### config.mk
export PLATFORM = sky130hd
export DESIGN_NAME = nibble_add_seq
export DESIGN_NICKNAME = d
export VERILOG_FILES = /design/src/rtl/nibble_add_pkg.sv /design/src/rtl/nibble_add4.sv /design/src/rtl/nibble_add_seq.sv
export SDC_FILE = /design/constraint.sdc
export NUM_CORES = 1
export LEC_CHECK = 0
export BUFFER_PORTS_ARGS = -buffer_cell sky130_fd_sc_hd__buf_2
export CAP_MARGIN = 30
export CORE_UTILIZATION = 54
export CTS_CLUSTER_DIAMETER = 50
export CTS_CLUSTER_SIZE = 8
export DETAILED_ROUTE_END_ITERATION = 12
export PLACE_DENSITY_LB_ADDON = 0.2
export SYNTH_ARGS = -nofsm -noshare
export SYNTH_HDL_FRONTEND = slang
export SYNTH_SLANG_ARGS = --single-unit
### constraint.sdc
create_clock -name clk -period 4 [get_ports clk]
set_input_delay 0.2 -clock clk [delete_from_list [all_inputs] [get_ports clk]]
set_output_delay 0.2 -clock clk [all_outputs]
set_load 0.05 [all_outputs]
### src/rtl/nibble_add_pkg.sv
// Shared types and constants for the nibble-serial adder.
// Optional feature macro used by this codebase slice: NIBBLE_ADD_SUB_EN.
package nibble_add_pkg;

  typedef enum logic [1:0] {
    IDLE = 2'd0,
    RUN  = 2'd1,
    DONE = 2'd2
  } state_t;

  localparam int NIB_W = 4;

  // Two's-complement overflow: operands agree in sign but the result does not.
  function automatic logic ovf_calc(input logic a_msb, input logic b_msb, input logic s_msb);
    return (a_msb == b_msb) && (s_msb != a_msb);
  endfunction

endpackage

### src/rtl/nibble_add4.sv
// Purely combinational 4-bit ripple-carry slice, reused once per nibble.
module nibble_add4 (
  input  logic [3:0] a,
  input  logic [3:0] b,
  input  logic       c_in,
  output logic [3:0] sum,
  output logic       c_out
);

  logic [4:0] c;

  // Ripple the carry bit by bit through the four full adders.
  always_comb begin
    c    = 5'd0;
    sum  = 4'd0;
    c[0] = c_in;
    for (int i = 0; i < 4; i++) begin
      sum[i]   = a[i] ^ b[i] ^ c[i];
      c[i + 1] = (a[i] & b[i]) | (c[i] & (a[i] ^ b[i]));
    end
    c_out = c[4];
  end

endmodule

### src/rtl/nibble_add_seq.sv
// Multi-cycle adder: computes a WIDTH-bit sum one nibble per clock through a
// single 4-bit ripple slice, with valid/ready handshakes on both sides.
// Optional subtract support is compiled in when NIBBLE_ADD_SUB_EN is defined.
// WIDTH must be a multiple of 4 and at least 8.
module nibble_add_seq
  import nibble_add_pkg::*;
#(
  parameter int WIDTH = 16
) (
  input  logic             clk,
  input  logic             rst_n,
  input  logic             in_valid,
  output logic             in_ready,
  input  logic [WIDTH-1:0] a,
  input  logic [WIDTH-1:0] b,
  input  logic             c_in,
`ifdef NIBBLE_ADD_SUB_EN
  input  logic             sub,
`endif
  output logic             out_valid,
  input  logic             out_ready,
  output logic [WIDTH-1:0] sum,
  output logic             c_out,
  output logic             overflow
);

  localparam int NIB   = WIDTH / NIB_W;
  localparam int IDX_W = $clog2(NIB);
  localparam logic [IDX_W-1:0] LAST_IDX = IDX_W'(NIB - 1);

  state_t           state;
  logic [WIDTH-1:0] a_q;
  logic [WIDTH-1:0] b_q;
  logic             carry_q;
  logic [IDX_W-1:0] idx;

  logic [WIDTH-1:0] b_eff;
  logic             carry_init;
  logic [3:0]       a_nib;
  logic [3:0]       b_nib;
  logic [3:0]       slice_sum;
  logic             slice_c;

  // Handshake flags decode the state register only, never the inputs.
  assign in_ready  = (state == IDLE);
  assign out_valid = (state == DONE);

  // Select the effective B operand and initial carry captured with the operands.
  always_comb begin
    b_eff      = b;
    carry_init = c_in;
`ifdef NIBBLE_ADD_SUB_EN
    if (sub) begin
      b_eff      = ~b;
      carry_init = 1'b1;
    end else begin
      b_eff      = b;
      carry_init = c_in;
    end
`endif
  end

  // Route the current nibble of each captured operand into the shared slice.
  assign a_nib = a_q[NIB_W*idx +: NIB_W];
  assign b_nib = b_q[NIB_W*idx +: NIB_W];

  nibble_add4 u_slice (
    .a     (a_nib),
    .b     (b_nib),
    .c_in  (carry_q),
    .sum   (slice_sum),
    .c_out (slice_c)
  );

  // Controller FSM: capture operands, step through nibbles, hold the result.
  always_ff @(posedge clk or negedge rst_n) begin
    if (!rst_n) begin
      state    <= IDLE;
      a_q      <= {WIDTH{1'b0}};
      b_q      <= {WIDTH{1'b0}};
      carry_q  <= 1'b0;
      idx      <= {IDX_W{1'b0}};
      sum      <= {WIDTH{1'b0}};
      c_out    <= 1'b0;
      overflow <= 1'b0;
    end else begin
      case (state)
        IDLE: begin
          if (in_valid) begin
            a_q     <= a;
            b_q     <= b_eff;
            carry_q <= carry_init;
            idx     <= {IDX_W{1'b0}};
            state   <= RUN;
          end else begin
            state   <= IDLE;
          end
        end
        RUN: begin
          sum[NIB_W*idx +: NIB_W] <= slice_sum;
          carry_q                 <= slice_c;
          if (idx == LAST_IDX) begin
            c_out    <= slice_c;
            overflow <= ovf_calc(a_q[WIDTH-1], b_q[WIDTH-1], slice_sum[NIB_W-1]);
            idx      <= {IDX_W{1'b0}};
            state    <= DONE;
          end else begin
            idx      <= idx + 1'b1;
            state    <= RUN;
          end
        end
        DONE: begin
          if (out_ready) begin
            state <= IDLE;
          end else begin
            state <= DONE;
          end
        end
        default: begin
          state <= IDLE;
        end
      endcase
    end
  end

endmodule

==> impl_metrics.tcl, run 1 <==
set metrics [dict create \
    internal-power_mw 1.43 \
    fmax_mhz 316 \
    dr.pass1.iters 4 \
    grt_overflow 0 \
    cts_root_buf "clkbuf_8" \
    place_congestion 0.779 \
    timing.critical_path.max_delay_family "adder cells" \
    final-seq-area_sq_um 1380 \
    routed_via_density 5.22 \
    track_usage 0.214 \
    drive_gt1_frac 0.257 \
    cap_violations 0 \
    die_h_um 71.7 \
    drt-initial-drc-count 108 \
    grt_max_degree 56 \
    cts-htree-levels 2 \
    maxSlewViolCount 0 \
    required_ns 4.23 \
    timing.setup.critical_path_class "flop to flop" \
    hold_buffers 0 \
    clk_latency_ns 0.31 \
    wl_met2_mm 2.34 \
    arrival_ns 3.40 \
    power_density_nw_per_um2 868 \
    crit_chain "mux4_2 > inv_1 > fa_1 > fa_1 > inv_1 > fa_1 > fa_1 > nor3b_1 > a21oi_1 > o21ai_0" \
    wl_met3_um 194 \
    via_count 1915 \
    cts_tree "built" \
    clk_pin_slew_worst_paths_ns 0.09 \
    fin_skew_ns 0.00553 \
    met1_length_mm 2.23 \
    grt_first_pass_wirelength_mm 8.33 \
    die_w_um 71.7 \
    critPathLaunchType "flop" \
    hold_ws_ns -0.00000877 \
    power.share.sequential 0.376 \
    ios 57 \
    tightest_slew_ns 0.685 \
    wl_mm 4.86 \
    synth_fp_nets 306 \
    slew_headroom 0.543 \
    antenna_cells 0 \
    antenna_found_initial 0 \
    port_buffers 56 \
    crit_top_cell "fa_1" \
    yosys_warnings 0 \
    utilization 0.667 \
    ys_types 27 \
    syn_inst 259 \
    start_util 0.582 \
    hold_violations 1 \
    pwr-share-clk 0.122 \
    cp_slowest_cell "dfrtp_1" \
    status "finished, violations left" \
    finalSetupViolCount 0 \
    syn_avg_cell_area_sq_um 10.1 \
    cpPeakStageDelay_ns 0.72 \
    cp_max_fo 11 \
    cts.path.max_buffers 2 \
    ys_seq_area_frac 0.525 \
    cts_setup_buffers 0 \
    rsz0062_at_grt "false" \
    num-fill-cells 374 \
    ctsResizeCount 0 \
    antenna_left 0 \
    ys_seq_elements 55 \
    cts_num_sinks 55 \
    wl_per_cell_um 13.2 \
    worstPathBufferInverterCount 2 \
    syn_to_final_growth_pct 14.6 \
    setup.worst_path.end_class "flop" \
    syn_area_sq_um 2620 \
    grt_pass1_vias 1774 \
    hpwl_mm 3.46 \
    num_rows 24 \
    cts_buffers 5 \
    fp.dieArea_sq_um 5140 \
    swShare 0.454 \
    placeableCoreArea_sq_um 4500 \
    nets 361 \
    peakVddDrop_uv 382 \
    hold_class "input port to asynchronous set/reset pin" \
    power_switching_mw 1.18 \
    drcViolationCount 0 \
    leakage_nw 1.63 \
    setup_tns_ns 0 \
    violations "hold timing" \
    fin_crit_sh 0.792 \
    highest-signal-layer "met4" \
    combPwrFrac 0.503 \
    post-route-min-period_ns 3.17 \
    multi_input_area_sq_um 1100 \
]
-- path summary, 6_finish.rpt --
| kind | to | cells past startpoint | startpoint | slack [ns] |
|---|---|---|---|---|
| setup / recovery | overflow | 10 | idx[0] | 0.83 |
| hold / removal | state[1] | 2 | rst_n | -0.000009 |
| setup reg to reg | overflow | 10 | idx[0] | 0.83 |
| hold reg to reg | sum[15] | 2 | sum[15] | 0.48 |
| max in group asynchronous | b_q[2] | 2 | rst_n | 3.53 |
| min in group clk | state[1] | 2 | out_ready | 0.07 |
-- sequential cells by signal, indices dropped and copies added, names as in the netlist --
register and flops:
a_q 16, b_q 16, sum 16, idx 2, state 2, c_out 1
carry_q 1, overflow 1
-- metal layers --
layer,GRT usage,vias up
li1,-,951
met3,0.0492,10
met2,0.340,48
met1,0.288,906
met5,0,-
met4,0.0871,0
-- layout by cell type, fill, tap and decap left out, types with 2 or more instances in the layout --
| cell | count |
|---|---|
| fa_1 | 4 |
| or4_4 | 2 |
| nand3b_1 | 2 |
| o31ai_1 | 3 |
| buf_2 | 56 |
| nand2_1 | 117 |
| dfrtp_1 | 55 |
| or3_1 | 2 |
| nand3b_4 | 3 |
| o41ai_1 | 2 |
| ha_1 | 6 |
| inv_1 | 13 |
| nand2b_1 | 2 |
| clkbuf_8 | 6 |
| o21ai_0 | 17 |
| nand3_1 | 3 |
| mux4_2 | 8 |
| buf_4 | 3 |
-- area by class of cell --
class | count | share of cell area
sequential | 55 | 0.458
multi-input combinational | 179 | 0.367
timing repair buffer | 60 | 0.106
clock buffer | 7 | 0.0287
tap | 52 | 0.0216
inverter | 13 | 0.0162
clock inverter | 1 | 0.00291
-- through the flow --
| step | std cells | instance area (sq um) | power (mW) | hold slack, ns | setup WS, ns |
|---|---|---|---|---|---|
| final | 367 | 3010 | 2.61 | -0.00000877 | 0.831 |
| after global routing | 367 | 3010 | 2.82 | 0.0686 | 0.622 |
| after detailed placement | 359 | 2910 | 2.31 | 0.367 | 0.846 |
| after CTS | 367 | 3010 | 2.63 | 0.0295 | 0.815 |
| after global placement | 358 | 2900 | 2.26 | 0.371 | 0.908 |
| after floorplan | 259 | 2620 | 1.99 | -0.0956 | 1.03 |
-- power by group through the flow --
stage          Sequential [mW]  Combinational [mW]  Clock (mW)
2_1_floorplan             1.05               0.946           0
3_3_place_gp             0.988                1.28           0
3_5_place_dp             0.996                1.31           0
4_1_cts                  0.985                1.32       0.325
5_1_grt                   1.02                1.46       0.344
6_report                 0.980                1.31       0.317
-- synth_stat cells (all sizes together) --
library cell	count	area [sq um]
nand2	117	439
dfrtp	55	1380
o21ai	17	85.1
inv	13	48.8
buf	11	97.6
mux4	8	180
ha	6	75.1
nand3b	5	75.1
fa	4	80.1
nand3	3	15.0
o31ai	3	22.5
nand2b	2	12.5
nor3b	2	20.0
o41ai	2	17.5
or3	2	12.5
or4	2	22.5
a21oi	1	5.00
clkbuf	1	3.75
nor2	1	3.75
nor2b	1	6.26
o211ai	1	7.51
or2b	1	7.51
or3b	1	8.76
-- logic make-up after synthesis --
family	after synthesis	synth area share
AND/OR/NAND/NOR	137	0.238
flip-flops	55	0.525
buffers and inverters	25	0.0572
AO/OA/AOI/OAI	24	0.0525
adder cells (fa/ha/maj)	10	0.0592
multiplexers	8	0.0687
-- worst reg2reg max path, stage by stage (launching register included) --
cell and delay (ns):
dfrtp_1 0.72, mux4_2 0.57, inv_1 0.08, fa_1 0.18, fa_1 0.16, inv_1 0.05, fa_1 0.37, fa_1 0.58
nor3b_1 0.20, a21oi_1 0.05, o21ai_0 0.13
(Power assumes the default switching activity.)
==> inputs of run 2 (changes only) <==
ABC_AREA = 1   (was not set)
CORE_UTILIZATION = 49   (was 54)
clock period = 2.6 ns   (was 4 ns; I/O delays follow)
==> run 2 against run 1 <==
- the run ends with setup timing left
- register-to-register slack worse by 0.83 ns
- setup slack worse by 0.83 ns
- critical path depth is 3 higher
- sequential share of layout area is 4.5 points lower
- power is 89% higher
- flip-flop and latch count stayed put
- core utilization is 5.8 points lower
- maximum frequency is 22% higher
- first-iteration DRC count is 5.6% higher
==> impl_metrics.tcl, run 2 <==
set metrics [dict create \
    setup.worst_path.end_class "flop" \
    leakage_nw 1.85 \
    worstPathBufferInverterCount 3 \
    drive_gt1_frac 0.247 \
    synth_most_common_cell "nand2_1" \
    cp_slowest_cell "fa_2" \
    arrival_ns 2.81 \
    multi_input_area_sq_um 1240 \
    port_buffers 56 \
    place_congestion 0.870 \
    clk_pin_slew_worst_paths_ns 0.10 \
    final_common_cell "nand2_1" \
    hold_violations 0 \
    cts_num_sinks 55 \
    fp.dieArea_sq_um 5960 \
    cts_buffers 5 \
    crit_chain "clkinv_4 > nand2_2 > nand3_2 > nand2_2 > fa_2 > fa_2 > inv_2 > fa_2 > fa_2 > nand2_2 > inv_1 > nand3_1 > nand2_1" \
    cts_root_buf "clkbuf_8" \
    cts_tree "built" \
    ys_types 18 \
    num-fill-cells 526 \
    peakVddDrop_uv 606 \
    routed_via_density 5.05 \
    nets 455 \
    critPathLaunchType "flop" \
    final-seq-area_sq_um 1380 \
    cp_max_fo 7 \
    synth_common_cells "nand2_1 (145), nand3_1 (56), dfrtp_1 (55)" \
    ys_top_cells_by_area "dfrtp_1 (50%), nand2_1 (20%), nand3_1 (10%), fa_1 (2.9%), ha_1 (2.7%)" \
    swShare 0.492 \
    synth_fp_nets 394 \
    fin_crit_sh 1.00 \
    setup_ws_ns -0.000103 \
    crit_top_cell "fa_2" \
    required_ns 2.81 \
    antenna_found_initial 0 \
    grt_pass1_vias 2289 \
    start_util 0.506 \
    clk_latency_ns 0.31 \
    grt_overflow 0 \
    syn_to_final_growth_pct 20.4 \
    syn_inst 347 \
    synthArstFlopShare 1.00 \
    power_switching_mw 2.42 \
    syn_area_sq_um 2770 \
    mostFrequentLayoutCells "nand2_1 (136), buf_2 (56), nand3_1 (54), dfrtp_1 (54), nor2_1 (20)" \
    yosysTopAreaCellShare 0.497 \
    slew_headroom 0.596 \
    syn_avg_cell_area_sq_um 7.98 \
    combPwrFrac 0.576 \
    maxSlewViolCount 0 \
    via_count 2427 \
    utilization 0.609 \
    cpPeakStageDelay_ns 0.50 \
    ios 57 \
    wl_per_cell_um 12.8 \
    tightest_slew_ns 0.604 \
    finalSetupViolCount 1 \
    placeableCoreArea_sq_um 5470 \
    grt_first_pass_wirelength_mm 10.5 \
    wl_mm 6.17 \
    yosysTopAreaCell "dfrtp_1" \
    grt_max_degree 56 \
    cts.path.max_buffers 2 \
    rsz0062_at_grt "true" \
    power.share.sequential 0.304 \
    status "finished, violations left" \
    post-route-min-period_ns 2.60 \
    antenna_cells 0 \
    track_usage 0.220 \
    fmax_mhz 385 \
    die_w_um 77.2 \
    hpwl_mm 4.36 \
    ys.flop_type "dfrtp_1" \
    internal-power_mw 2.50 \
    antenna_left 0 \
    synth_edf_count 0 \
    cts-htree-levels 2 \
    setup_tns_ns -0.000103 \
    cap_violations 0 \
    num_rows 27 \
    ys_seq_area_frac 0.497 \
    die_h_um 77.2 \
    power_density_nw_per_um2 1480 \
    hold_class "input port to flop" \
    ys_seq_elements 55 \
    drcViolationCount 0 \
    pwr-share-clk 0.121 \
    dr.pass1.iters 4 \
    timing.critical_path.max_delay_family "adder cells" \
    drt-initial-drc-count 114 \
    yosys_warnings 0 \
    timing.setup.critical_path_class "flop to flop" \
    fin_skew_ns 0.00580 \
    violations "setup timing" \
    largestRegisters "a_q: 16 flops, b_q: 16 flops, sum: 16 flops" \
]
==> run 2: cell types whose count changed after synthesis, sizes merged, moves of 6 or more <==
cell and change:
inv +8, mux4 -8, nand2 +29, nand3 +53, nor2 +20, o21ai -6
==> run 2: timing repair <==
item	4_1_cts	5_1_grt
buffers inserted	1	1
endpoints found under the hold margin	56	0
gates cloned	0	0
resized for setup	2	16
endpoints found under the setup margin	5	5
hold buffers	2	0
pin swaps	1	8
==> run 2: logic make-up after synthesis <==
kind of cell               after synthesis  synth area share
AOI/OAI and AO/OA                       18            0.0389
adders and majority gates               10            0.0560
buffers and inverters                   39            0.0691
DFF                                     55             0.497
and+or+nand+nor                        225             0.339
==> run 2: area by class of cell <==
class                   count  area share
well taps                  72      0.0270
inverters                  21      0.0251
clock buffers               6      0.0248
repair buffers             72       0.126
multi-input cells         253       0.373
clock inverters             2      0.0105
flip-flops and latches     55       0.413
==> run 2: power groups by stage <==
stage	sequential (mW)	combinational [mW]	clock [mW]
after floorplan	1.74	1.79	0
after global placement	1.49	2.59	0
after detailed placement	1.49	2.67	0
after CTS	1.48	2.71	0.597
after global routing	1.54	3.14	0.636
final	1.49	2.83	0.594
==> run 2: stage by stage <==
step | instances | power (mW) | worst slack (ns) | cell area [sq um] | hold slack [ns]
2_1_floorplan | 347 | 3.53 | -0.0520 | 2810 | -0.166
3_3_place_gp | 469 | 4.07 | 0.0315 | 3140 | 0.149
3_5_place_dp | 469 | 4.16 | -0.0512 | 3140 | 0.148
4_1_cts | 480 | 4.79 | -0.00116 | 3290 | 0.0459
5_1_grt | 481 | 5.31 | -0.0780 | 3330 | 0.0455
6_report | 481 | 4.92 | -0.000103 | 3330 | 0.0450
==> run 2: final timing paths <==
path                         from      end  slack (ns)  depth (start not counted)
min in group asynchronous   rst_n  sum[12]        0.32                          3
max in group asynchronous   rst_n   idx[0]        1.99                          3
max reg2reg                idx[0]  sum[11]     -0.0001                         13
min                          a[2]   a_q[2]        0.05                          3
max                        idx[0]  sum[11]     -0.0001                         13
min reg2reg                sum[2]   sum[2]        0.48                          2
==> run 2: worst reg2reg max path, delay by kind of cell, from the launching register on <==
family,cells,cell delay (ns)
fa+ha+maj,4,1.40
flops,1,0.49
buf+inv,3,0.21
simple gates,6,0.42
==> run 2: routing by layer <==
layer	wire (um)	share of wire	track usage	vias up
met1	2930	0.48	0.296	1144
met2	3000	0.49	0.365	55
met5	0	0	0	-
met4	55	0.0089	0.0736	0
met3	188	0.030	0.0298	5
li1	-	-	-	1223
